File: src/rtl/eprisc_mem_initiator.sv
// Bus initiator between the epRISC core and the on-chip synchronous RAM/ROM.
// Single-beat writes and burst reads with registered outputs throughout.
module eprisc_mem_initiator #(
  parameter int ADDR_W    = 10,
  parameter int DATA_W    = 32,
  parameter int BURST_MAX = 16,
  parameter int LEN_W     = 5
) (
  input  logic              iClk,
  input  logic              iReset,
  input  logic              iReqValid,
  output logic              oReqReady,
  input  logic              iReqWrite,
  input  logic              iReqRom,
  input  logic [ADDR_W-1:0] iReqAddr,
  input  logic [DATA_W-1:0] iReqData,
  input  logic [LEN_W-1:0]  iReqLen,
  output logic              oRspValid,
  output logic [DATA_W-1:0] oRspData,
  output logic              oRspLast,
  output logic              oRspErr,
  output logic [ADDR_W-1:0] oMemAddr,
  output logic [DATA_W-1:0] oMemData,
  output logic              oRamWrite,
  output logic              oRomEnable,
  input  logic [DATA_W-1:0] iRamData,
  input  logic [DATA_W-1:0] iRomData
);

  typedef enum logic [2:0] {IDLE, WRITE, READ, TAIL, ACK} tState;

  localparam logic [LEN_W-1:0] cBurstMax = LEN_W'(BURST_MAX);

  tState             state, stateNxt;
  logic              isRom, isRomNxt;
  logic [LEN_W-1:0]  lastIdx, lastIdxNxt;
  logic [LEN_W-1:0]  issueCnt, issueCntNxt;
  logic              capValid, capValidNxt;
  logic              capLast, capLastNxt;
  logic              reqReadyNxt, rspValidNxt, rspLastNxt, rspErrNxt;
  logic              ramWriteNxt, romEnableNxt;
  logic [DATA_W-1:0] rspDataNxt, memDataNxt;
  logic [ADDR_W-1:0] memAddrNxt;
  logic [LEN_W-1:0]  effLastIdx;

  // Index of the final beat: length 0 behaves as 1, oversize lengths clamp.
  always_comb begin
    if (iReqLen == '0)
      effLastIdx = '0;
    else if (iReqLen > cBurstMax)
      effLastIdx = cBurstMax - 1'b1;
    else
      effLastIdx = iReqLen - 1'b1;
  end

  // NOTE: every signal gets its default before the case so no latch is inferred.
  always_comb begin
    stateNxt     = state;
    isRomNxt     = isRom;
    lastIdxNxt   = lastIdx;
    issueCntNxt  = issueCnt;
    reqReadyNxt  = 1'b0;
    memAddrNxt   = oMemAddr;
    memDataNxt   = oMemData;
    ramWriteNxt  = 1'b0;
    romEnableNxt = oRomEnable;
    // Capture pipeline: address in cycle C, data in C+1, beat in C+2.
    capValidNxt  = (state == READ);
    capLastNxt   = (state == READ) && (issueCnt == lastIdx);
    rspValidNxt  = capValid;
    rspLastNxt   = capValid && capLast;
    rspErrNxt    = 1'b0;
    rspDataNxt   = '0;
    if (capValid)
      rspDataNxt = isRom ? iRomData : iRamData;

    unique case (state)
      IDLE: begin
        if (oReqReady && iReqValid) begin
          isRomNxt   = iReqRom;
          memAddrNxt = iReqAddr;
          if (iReqWrite) begin
            memDataNxt  = iReqData;
            ramWriteNxt = !iReqRom;
            stateNxt    = WRITE;
          end else begin
            lastIdxNxt   = effLastIdx;
            issueCntNxt  = '0;
            romEnableNxt = iReqRom;
            stateNxt     = READ;
          end
        end else begin
          reqReadyNxt = 1'b1;
        end
      end
      WRITE: begin
        rspValidNxt = 1'b1;
        rspLastNxt  = 1'b1;
        rspErrNxt   = isRom;
        stateNxt    = ACK;
      end
      READ: begin
        if (issueCnt == lastIdx) begin
          stateNxt = TAIL;
        end else begin
          memAddrNxt  = oMemAddr + 1'b1;
          issueCntNxt = issueCnt + 1'b1;
        end
      end
      TAIL: begin
        romEnableNxt = 1'b0;
        stateNxt     = ACK;
      end
      ACK: begin
        reqReadyNxt = 1'b1;
        stateNxt    = IDLE;
      end
      default: stateNxt = IDLE;
    endcase
  end

  // NOTE: sequential state uses non-blocking assignments only.
  always_ff @(posedge iClk or posedge iReset) begin
    if (iReset) begin
      state      <= IDLE;
      isRom      <= 1'b0;
      lastIdx    <= '0;
      issueCnt   <= '0;
      capValid   <= 1'b0;
      capLast    <= 1'b0;
      oReqReady  <= 1'b0;
      oRspValid  <= 1'b0;
      oRspData   <= '0;
      oRspLast   <= 1'b0;
      oRspErr    <= 1'b0;
      oMemAddr   <= '0;
      oMemData   <= '0;
      oRamWrite  <= 1'b0;
      oRomEnable <= 1'b0;
    end else begin
      state      <= stateNxt;
      isRom      <= isRomNxt;
      lastIdx    <= lastIdxNxt;
      issueCnt   <= issueCntNxt;
      capValid   <= capValidNxt;
      capLast    <= capLastNxt;
      oReqReady  <= reqReadyNxt;
      oRspValid  <= rspValidNxt;
      oRspData   <= rspDataNxt;
      oRspLast   <= rspLastNxt;
      oRspErr    <= rspErrNxt;
      oMemAddr   <= memAddrNxt;
      oMemData   <= memDataNxt;
      oRamWrite  <= ramWriteNxt;
      oRomEnable <= romEnableNxt;
    end
  end

endmodule

File: config.mk
export PLATFORM = sky130hd
export DESIGN_NAME = eprisc_mem_initiator
export DESIGN_NICKNAME = d
export VERILOG_FILES = /design/src/rtl/eprisc_mem_initiator.sv
export SDC_FILE = /design/constraint.sdc
export NUM_CORES = 1
export LEC_CHECK = 0
export CORE_MARGIN = 2
export CORE_UTILIZATION = 35
export CTS_CLUSTER_SIZE = 28
export DETAILED_ROUTE_END_ITERATION = 8
export HOLD_SLACK_MARGIN = 0.06
export PLACE_DENSITY = 0.66
export SYNTH_ARGS = -nofsm -noshare
export SYNTH_HDL_FRONTEND = slang
export SYNTH_SLANG_ARGS = --single-unit
File: constraint.sdc
create_clock -name iClk -period 10.7 [get_ports iClk]
set_input_delay 3.21 -clock iClk [delete_from_list [all_inputs] [get_ports iClk]]
set_output_delay 3.21 -clock iClk [all_outputs]
set_load 0.03 [all_outputs]
==> summary.md, run 1 <==
| Metric | Value |
|---|---|
| Status | `finished, final reports clean` |
| LEAKAGE | `3.00 nW` |
| R2R depth | `5` |
| Sequential area share after synthesis | `roughly 55%` |
| Placed insts | `697` |
| Grt total ovfl | `0` |
| Vias after detailed routing | `3341` |
| GR Util All Layers | `17.0%` |
| # diodes | `0` |
| Routed wire length | `11600 um` |
| Final setup vio count | `0` |
| Setup CP Type | `register to primary output` |
| Routability cong. | `0.862` |
| #FFs+latches synth | `96` |
| Critical Path Fanout Max | `5` |
| Clk pwr share | `15.6%` |
| CTS clk-pin slew, worst paths | `0.07 ns` |
| PostCTS Resize Cnt | `0` |
| Vias in the first global route | `3393` |
| EDFF count, synth | `0` |
| Worst vdd ir | `0.177 mV` |
| Post-DRT Antenna Nets | `0` |
| Post-Syn Instances | `349` |
| Yosys warnings | `0` |
| Setup TNS | `0 ns` |
| Seq pwr share | `33.1%` |
| Port Buffers | `195` |
| Clock tree sinks | `96` |
| DR vias/cell | `4.69` |
| Area delta synth->final | `53.9%` |
| Clock tree from TritonCTS | `yes` |
| Syn avg cell area | `12.6 um^2` |
| CP required | `around 7.5 ns` |
| RSZ-0062 raised after global routing | `no` |
| Worst Hold Slack | `0.451 ns` |
| FILL cells | `1036` |
| I/O pin cnt | `196` |
| Hold depth | `1` |
| Die footprint | `13400 um^2` |
| Crit path capture type | `primary output` |
| H-tree levels | `3` |
| Initial antenna violation count | `0` |
| Iteration-0 DRC Markers | `~140` |
| Initial Utilization | `36.2%` |
| Internal Power | `1.20 mW` |
| Final Slew Violations | `0` |
| Clk_lat worst skew | `around 0.34 ns` |
| FF+latch area | `2400 um^2` |
| First-pass GRT wire length | `17700 um` |
| Normalized max-slew margin | `36.8%` |
| Pwr Density | `298 nW/um^2` |
| Root cell of the clock tree | `clkbuf_16` |
| WP buf/inv | `1` |
| Slowest cell on crit path | `clkdlybuf4s50_1` |
| Die span in y | `116 um` |
| Synth Net Count | `468` |
| Rows | `40` |
| Fin crit period | `4.71 ns` |
| Max_cap viols | `0` |
| Area of the multi-input gates | `1850 um^2` |
| Hold_sp | `capLast$_DFF_PP0_` |
| Critical Path AT | `1.50 ns` |
| PnR Total Power | `2.01 mW` |
| Fin. Hold Viols | `0` |
| Switching power | `816 uW` |
| CP Launch Type | `register` |
| Sw frac | `40.5%` |
| Worst-Margin Slew | `approximately 0.95 ns` |
| Pin count of the biggest net entering global routing | `53` |
| Cell Count, Final, Fillers Out | `712` |
| Worst-path cell chain | `clkdlybuf4s50_1` |
| Reg2reg end | `oMemAddr[6]$_DFFE_PP0P_` |
| Core Area | `about 12000 um^2` |
| Die X | `~120 um` |
| Final period util | `between 40% and 50%` |
| Yosys cell types | `48` |
| Ys flop type | `dfrtp_1` |
| Critical Path Max Stage Delay | `0.72 ns` |
| Dpl hpwl | `approximately 8600 um` |
| Post-route DRC | `0` |
| R2r setup slk | `between 8 and 9 ns` |
| Post-CTS Setup Bufs | `0` |
| Post-layout util | `between 50% and 60%` |
| Fraction of registers with async set/reset | `100%` |
| Nets | `approximately 660` |
| Mapped cell area | `between 4000 and 5000 um^2` |
| Max frequency | `between 200 and 250 MHz` |
| Combinational share of power | `51.3%` |
| Worst Clk Skew | `0.00935 ns` |
| Num CTS Buffers | `9` |
| Longest Clk Path Bufs | `2` |
| Fraction of layout cells with a size suffix above 1 | `12.1%` |
| Cts hold-fix bufs | `0` |
| Drt pass-1 iters | `4` |
| Per-cell routed wire length | `16.2 um` |
| Hold endpoint | `oRspLast$_DFF_PP0_` |
| R2R Path Start | `state[2]$_DFFE_PP0P_` |
| Critical path's top delay family | `buffers and inverters` |
| Hold WC Path Type | `register to register` |
==> area by class of cell <==
class | instances | share of cell area [%]
tap | 168 | 3.12
timing repair buffer | 196 | 29.0
inverter | 9 | 0.538
clock inverter | 5 | 0.872
multi-input combinational | 228 | 27.4
sequential | 96 | 35.6
clock buffer | 10 | 3.39
==> how the worst max path moves through the flow <==
stage,from,endpoint,slack [ns],cells after the start
after CTS,oMemAddr[0]$_DFFE_PP0P_,oMemAddr[0],5.97,1
final,oMemAddr[0]$_DFFE_PP0P_,oMemAddr[0],5.99,1
after global routing,oMemAddr[0]$_DFFE_PP0P_,oMemAddr[0],5.91,1
after detailed placement,iReqValid,lastIdx[1]$_DFFE_PP0P_,5.70,5
after global placement,iReqValid,oMemData[21]$_DFFE_PP0P_,5.72,5
after floorplan,iReset,capLast$_DFF_PP0_,4.98,1
==> metal layers <==
layer  vias to the layer above  part of all wire [%]  GRT usage (%)
met5                         -                     0              0
met4                         0                   1.0           4.52
met2                       130                    50           29.6
met1                      1599                    42           21.2
li1                       1600                     -              -
met3                        12                   7.1           3.97
==> Yosys cell counts, drive strengths merged, types with 4 or more instances <==
master	count	area, um^2
mux2i	33	330
a31oi	6	37.5
mux2	35	510
nor2b	35	219
nor2	14	60.1
inv	9	33.8
xnor2	5	58.8
o21ai	16	83.8
nand3	12	70.1
and3	4	30.0
a21oi	16	80.1
clkbuf	5	18.8
dfrtp	96	2400
buf	11	80.1
nand2	15	63.8
==> sequential cells by signal (all words and copies together) (netlist names) <==
signal,count
capLast,1
capValid,1
isRom,1
issueCnt,5
lastIdx,5
oMemAddr,10
oMemData,32
oRamWrite,1
oReqReady,1
oRomEnable,1
oRspData,32
oRspErr,1
oRspLast,1
oRspValid,1
state,3
==> layout by cell type, fill, tap and decap left out, drive strengths merged, types with 2 or more instances in the layout <==
cell type / Yosys / routed
a21boi: 2 / 2
a21oi: 16 / 16
a22oi: 2 / 2
a2bb2oi: 2 / 2
a31oi: 6 / 6
a41oi: 2 / 2
and2: 3 / 3
and3: 4 / 4
clkbuf: 5 / 10
clkdlybuf4s50: 0 / 195
clkinv: 0 / 2
clkinvlp: 0 / 2
dfrtp: 96 / 96
ha: 3 / 3
inv: 9 / 9
mux2: 35 / 35
mux2i: 33 / 33
nand2: 15 / 15
nand3: 12 / 12
nor2: 14 / 14
nor2b: 35 / 35
nor3: 3 / 3
o211ai: 2 / 2
o21ai: 16 / 16
o22ai: 2 / 2
or2: 3 / 3
xnor2: 5 / 5
==> through the flow <==
step	worst slack (ns)	instance area (um^2)
floorplan	4.98	4390
global placement	5.72	6460
detailed placement	5.70	6460
CTS	5.97	6750
global route	5.91	6750
finish	5.99	6750
==> power by group through the flow <==
stage                     logic [mW]  registers (mW)  clock network, mW
after floorplan                0.452           0.864                  0
after global placement          1.02           0.666                  0
after detailed placement        1.04           0.672                  0
after CTS                       1.04           0.668              0.324
after global routing            1.10           0.693              0.340
final                           1.03           0.666              0.314
==> cell families after synthesis <==
kind of cell	after synthesis	synth area share (%)
XOR/XNOR	6	1.54
multiplexers	68	19.2
AO/OA/AOI/OAI	57	8.22
flip-flops	96	54.8
AND/OR/NAND/NOR	94	12.4
adder cells (fa/ha/maj)	3	0.856
buffers and inverters	25	3.02
(Power assumes the default switching activity.)
==> inputs of run 2 (changes only) <==
PLACE_DENSITY = 0.69   (was 0.66)
clock period = 3.9 ns   (was 10.7 ns; I/O delays follow)
==> run 2 against run 1 <==
Against the previous run:
- register-to-register slack lost 6.8 ns
- sequential share of layout area is 0.21 points lower
- first-iteration DRC count decreased by 7.2%
- largest cell class unchanged
- routed wire length fell by 1.0%
- clock skew fell by 0.0018 ns
- sequential cell count unchanged
- largest power group unchanged
- sequential power rose to 2.7 times the previous value
- total power increased to 2.8 times the previous value
- hold slack improved by 0.00091 ns
==> summary.md, run 2 (synthesis results as in run 1) <==
| Metric | Value |
|---|---|
| Met1 usage | `19.6% (-1.6 points)` |
| CP required | `2.73 ns (-4.76 ns)` |
| FILL cells | `1034 (-0.19%)` |
| Max frequency | `374 MHz` |
| Clock tree sinks | `96 (unchanged)` |
| Worst-Margin Slew | `0.971 ns (+0.0223 ns)` |
| Crit path capture type | `primary output` |
| Initial Utilization | `36.2% (unchanged)` |
| H-tree levels | `3 (unchanged)` |
| Drt pass-1 iters | `7 (+3)` |
| LEAKAGE | `3.02 nW (+0.61%)` |
| Worst-path cell chain | `clkdlybuf4s50_1` |
| Post-layout util | `56.0% (+0.33 points)` |
| Grt met2 use | `30.6% (+0.97 points)` |
| # diodes | `0 (unchanged)` |
| WP buf/inv | `1 (unchanged)` |
| Vias in the first global route | `3405 (+0.35%)` |
| Initial antenna violation count | `0 (unchanged)` |
| Normalized max-slew margin | `35.3% (-1.5 points)` |
| CP Launch Type | `register` |
| Final setup vio count | `0 (unchanged)` |
| DR vias/cell | `4.76 (+1.4%)` |
| Routed wire length | `11400 um (-1.0%)` |
| Worst Clk Skew | `0.00755 ns (-0.00180 ns)` |
| Hold WC Path Type | `register to register` |
| GR Util met3 | `4.24% (+0.26 points)` |
| Core Area | `12100 um^2 (unchanged)` |
| Critical Path Max Stage Delay | `0.71 ns (about the same)` |
| CTS clk-pin slew, worst paths | `0.06 ns (about the same)` |
| Vias after detailed routing | `3392 (+1.5%)` |
| Worst vdd ir | `0.511 mV (+190%)` |
| Slowest cell on crit path | `clkdlybuf4s50_1` |
| Fin. Hold Viols | `0 (unchanged)` |
| First-pass GRT wire length | `17700 um (+0.46%)` |
| Max_cap viols | `0 (unchanged)` |
| Pwr Density | `822 nW/um^2 (+180%)` |
| Clk_lat worst skew | `0.34 ns (about the same)` |
| Post-CTS Setup Bufs | `0 (unchanged)` |
| GR Util All Layers | `17.2% (+0.20 points)` |
| Iteration-0 DRC Markers | `129 (-7.2%)` |
| Per-cell routed wire length | `16.0 um (-1.2%)` |
| PostCTS Resize Cnt | `0 (unchanged)` |
| Cts hold-fix bufs | `0 (unchanged)` |
| Final Slew Violations | `0 (unchanged)` |
| Final period util | `between 60% and 70%` |
| Area delta synth->final | `54.8%` |
| Clock tree from TritonCTS | `yes` |
| Fraction of layout cells with a size suffix above 1 | `12.5% (+0.34 points)` |
| Post-route DRC | `0 (unchanged)` |
| Largest registers | `oMemData (32), oRspData (32), oMemAddr (10)` |
| Grt total ovfl | `0 (unchanged)` |
| Die span in y | `116 um (unchanged)` |
| Critical Path AT | `1.50 ns (about the same)` |
| Setup CP Type | `register to primary output` |
| Pin count of the biggest net entering global routing | `59 (+11%)` |
| Rows | `40 (unchanged)` |
| Most Crowded Layer GR | `met2` |
| Port Buffers | `195 (unchanged)` |
| Critical path's top delay family | `buffers and inverters` |
| Root cell of the clock tree | `clkbuf_16` |
| Most frequent cells in the layout | `clkdlybuf4s50_1, dfrtp_1, nor2b_1, mux2i_1, mux2_4` |
| Nets | `659 (unchanged)` |
| Fin crit period | `2.67 ns` |
| Most common cell after layout, fill and taps aside | `clkdlybuf4s50_1` |
| Setup TNS | `0 ns (unchanged)` |
| Die footprint | `13400 um^2 (unchanged)` |
| Post-DRT Antenna Nets | `0 (unchanged)` |
| Dpl hpwl | `8530 um (-1.1%)` |
| Status | `finished, final reports clean` |
| I/O pin cnt | `196 (unchanged)` |
| Longest Clk Path Bufs | `2 (unchanged)` |
| Die X | `116 um (unchanged)` |
| Num CTS Buffers | `9 (unchanged)` |
| Critical Path Fanout Max | `7 (+2)` |
| RSZ-0062 raised after global routing | `no` |
| Routability cong. | `0.839 (-2.6%)` |
-- run 2: changes by cell type in the layout (fill, tap and decap cells not counted), sizes merged --
cell | before | now
clkbuf | 10 | 11
clkinv | 2 | 1
inv | 9 | 10
-- run 2: final timing paths --
kind | start | endpoint | depth (start not counted) | slack, ns
worst max-delay path | oMemAddr[5]$_DFFE_PP0P_ | oMemAddr[5] | 1 | 1.23
worst min-delay path | capLast$_DFF_PP0_ | oRspLast$_DFF_PP0_ | 1 | 0.45
worst max register to register | state[2]$_DFFE_PP0P_ | oMemAddr[6]$_DFFE_PP0P_ | 5 | 1.79
worst min register to register | capLast$_DFF_PP0_ | oRspLast$_DFF_PP0_ | 1 | 0.45
max in group asynchronous | iReset | oRspData[12]$_DFF_PP0_ | 3 | 1.90
min in group asynchronous | iReset | oMemData[14]$_DFFE_PP0P_ | 2 | 1.31
-- run 2: layer usage --
layer / part of all wire, % / wire length, um
met5: 0 / 0
met1: 38 / 4400
met2: 51 / 5890
met4: 2.2 / 249
met3: 7.9 / 900
-- run 2: area by class of cell --
cell class / instances / area, um^2 / share of cell area, %
multi-input combinational: 228 / 1850 / 27.3
clock buffer: 11 / 253 / 3.72
tap: 168 / 210 / 3.10
sequential: 96 / 2400 / 35.4
clock inverter: 5 / 62.6 / 0.922
timing repair buffer: 196 / 1970 / 29.1
inverter: 9 / 36.3 / 0.535
-- run 2: where the power goes --
| group | switching, mW | total (mW) | leakage, nW | internal (mW) |
|---|---|---|---|---|
| Sequential | 0.404 | 1.82 | 1.20 | 1.41 |
| Combinational | 1.47 | 2.85 | 1.67 | 1.38 |
| Clock | 0.379 | 0.914 | 0.148 | 0.535 |
| Total | 2.25 | 5.58 | 3.02 | 3.33 |
-- run 2: stage by stage --
step	hold slack [ns]	instances	setup WS, ns	instance area, um^2	total power, mW
2_1_floorplan	0.430	349	0.225	4390	3.61
3_3_place_gp	0.438	697	0.964	6470	4.63
3_5_place_dp	0.441	697	0.945	6470	4.70
4_1_cts	0.454	713	1.21	6790	5.63
5_1_grt	0.464	713	1.16	6790	5.90
6_report	0.452	713	1.23	6790	5.58
==> inputs of run 3 (changes only) <==
PLACE_DENSITY = 0.66   (was 0.69)
clock period = 2.7 ns   (was 3.9 ns; I/O delays follow)
==> run 3 against run 2 <==
Against the previous run:
- first-iteration DRC count is 13% lower
- combinational power is 49% higher
- final area is 1.4% higher
- clock-buffer cell count is 1 lower
- global-route usage is 0.30 points higher
- total power is 47% higher
- routed wire length is 3.0% higher
- die area stayed put
- clock power is 55% higher
==> summary.md, run 3 (synthesis results as in run 1) <==
| Metric | Value |
|---|---|
| Status | `finished, final reports clean` |
| R2r setup slk | `0.86 ns (-0.93 ns)` |
| First-pass GRT wire length | `18200 um (+2.3%)` |
| Worst-path cell chain | `clkdlybuf4s50_1` |
| Port Buffers | `195 (unchanged)` |
| PnR Total Power | `8.23 mW (+47%)` |
| Slowest cell on crit path | `clkdlybuf4s50_1` |
| Vias in the first global route | `3449 (+1.3%)` |
| Longest Clk Path Bufs | `2 (unchanged)` |
| WP buf/inv | `1 (unchanged)` |
| Dpl hpwl | `8890 um (+4.2%)` |
| Clock tree from TritonCTS | `yes` |
| Clk_lat worst skew | `0.34 ns (about the same)` |
| Core Area | `12100 um^2 (unchanged)` |
| Area delta synth->final | `56.9%` |
| Most frequent cells in the layout | `clkdlybuf4s50_1, dfrtp_1, nor2b_1, mux2i_1, mux2_4` |
| Vias after detailed routing | `3392 (unchanged)` |
| Cell Count, Final, Fillers Out | `718 (+0.70%)` |
| Fin crit period | `2.31 ns` |
| Worst Hold Slack | `0.453 ns (+0.000457 ns)` |
| Setup crit start | `oMemAddr[0]$_DFFE_PP0P_` |
| H-tree levels | `3 (unchanged)` |
| Root cell of the clock tree | `clkbuf_16` |
| Critical Path Fanout Max | `5 (-2)` |
| CP Launch Type | `register` |
| Routed wire length | `11800 um (+3.0%)` |
| I/O pin cnt | `196 (unchanged)` |
| Rows | `40 (unchanged)` |
| Max frequency | `433 MHz` |
| Post-layout util | `56.8% (+0.79 points)` |
| Final period util | `85.6%` |
| GR Util All Layers | `17.5% (+0.30 points)` |
| Die footprint | `13400 um^2 (unchanged)` |
| Die X | `116 um (unchanged)` |
| Post-route DRC | `0 (unchanged)` |
| Cts hold-fix bufs | `0 (unchanged)` |
| Critical Path Max Stage Delay | `0.72 ns (about the same)` |
| Pwr Density | `1200 nW/um^2 (+45%)` |
| Num CTS Buffers | `9 (unchanged)` |
| Initial Utilization | `36.2% (unchanged)` |
| Iteration-0 DRC Markers | `112 (-13%)` |
| CP required | `1.89 ns (-0.84 ns)` |
| Final setup vio count | `0 (unchanged)` |
| Setup CP Type | `register to primary output` |
| Worst vdd ir | `0.663 mV (+30%)` |
| RSZ-0062 raised after global routing | `no` |
| Post-CTS Setup Bufs | `0 (unchanged)` |
| Clock tree sinks | `96 (unchanged)` |
| Hold WC Path Type | `register to register` |
| Initial antenna violation count | `0 (unchanged)` |
| Drt pass-1 iters | `5 (-2)` |
| Final Slew Violations | `0 (unchanged)` |
| R2R depth | `5 (unchanged)` |
| Crit path capture type | `primary output` |
| Fin. Hold Viols | `0 (unchanged)` |
| # diodes | `0 (unchanged)` |
| Normalized max-slew margin | `46.7% (+11 points)` |
| Placed insts | `702 (+0.72%)` |
| Nets | `664 (+0.76%)` |
| CTS clk-pin slew, worst paths | `0.07 ns (about the same)` |
| Worst setup endpoint | `oMemAddr[0]` |
| R2R Path Start | `state[1]$_DFFE_PP0P_` |
| LEAKAGE | `3.07 nW (+1.7%)` |
| PostCTS Resize Cnt | `0 (unchanged)` |
| Worst-Margin Slew | `0.800 ns (-0.171 ns)` |
| Largest registers | `oMemData (32), oRspData (32), oMemAddr (10)` |
| Pin count of the biggest net entering global routing | `97 (+64%)` |
| Critical path's top delay family | `buffers and inverters` |
| Critical Path AT | `1.50 ns (about the same)` |
| Worst Clk Skew | `0.00805 ns (+0.000501 ns)` |
| Max_cap viols | `0 (unchanged)` |
| Grt total ovfl | `0 (unchanged)` |
| Setup TNS | `0 ns (unchanged)` |
| Post-DRT Antenna Nets | `0 (unchanged)` |
| DR vias/cell | `4.72 (-0.70%)` |
| Die span in y | `116 um (unchanged)` |
| Most common cell after layout, fill and taps aside | `clkdlybuf4s50_1` |
| Routability cong. | `0.776 (-7.5%)` |
| Crit. path cell count | `1 (unchanged)` |
| Fraction of layout cells with a size suffix above 1 | `13.3% (+0.80 points)` |
| Per-cell routed wire length | `16.4 um (+2.3%)` |
| Reg2reg end | `oMemData[28]$_DFFE_PP0P_` |
## run 3: worst min-delay path by stage
stage / cells after the start / end / from / slack (ns)
3_5_place_dp: 1 / oRspLast$_DFF_PP0_ / capLast$_DFF_PP0_ / 0.44
5_1_grt: 1 / oRspLast$_DFF_PP0_ / capLast$_DFF_PP0_ / 0.47
4_1_cts: 1 / oRspLast$_DFF_PP0_ / capLast$_DFF_PP0_ / 0.45
3_3_place_gp: 1 / oRspLast$_DFF_PP0_ / capLast$_DFF_PP0_ / 0.44
2_1_floorplan: 1 / oRspLast$_DFF_PP0_ / capLast$_DFF_PP0_ / 0.43
6_report: 1 / oRspLast$_DFF_PP0_ / capLast$_DFF_PP0_ / 0.45
## run 3: cell type report
| cell class | instances | area, um^2 |
|---|---|---|
| flip-flops and latches | 96 | 2400 |
| inverters | 9 | 37.5 |
| clock buffers | 10 | 239 |
| fillers | 1042 | 5230 |
| well taps | 168 | 210 |
| repair buffers | 201 | 2050 |
| clock inverters | 6 | 95.1 |
| multi-input cells | 228 | 1850 |
## run 3: through the flow
stage	setup WS (ns)	area, um^2
after floorplan	0.756	4390
after global placement	0.265	6550
after detailed placement	0.220	6550
after CTS	0.368	6880
after global routing	0.337	6880
final	0.388	6880
## run 3: power by group
part	internal (mW)	leakage, nW	switching [mW]
sequential	2.04	1.20	0.529
clock	0.851	0.164	0.565
combinational	2.04	1.71	2.20
## run 3: metal layers
metal,part of all wire (%),global-route usage (%),up-vias
met5,0,0,-
met4,1.3,4.76,0
met3,7.7,5.23,14
met2,50,30.4,126
met1,41,21.2,1641
li1,-,-,1611
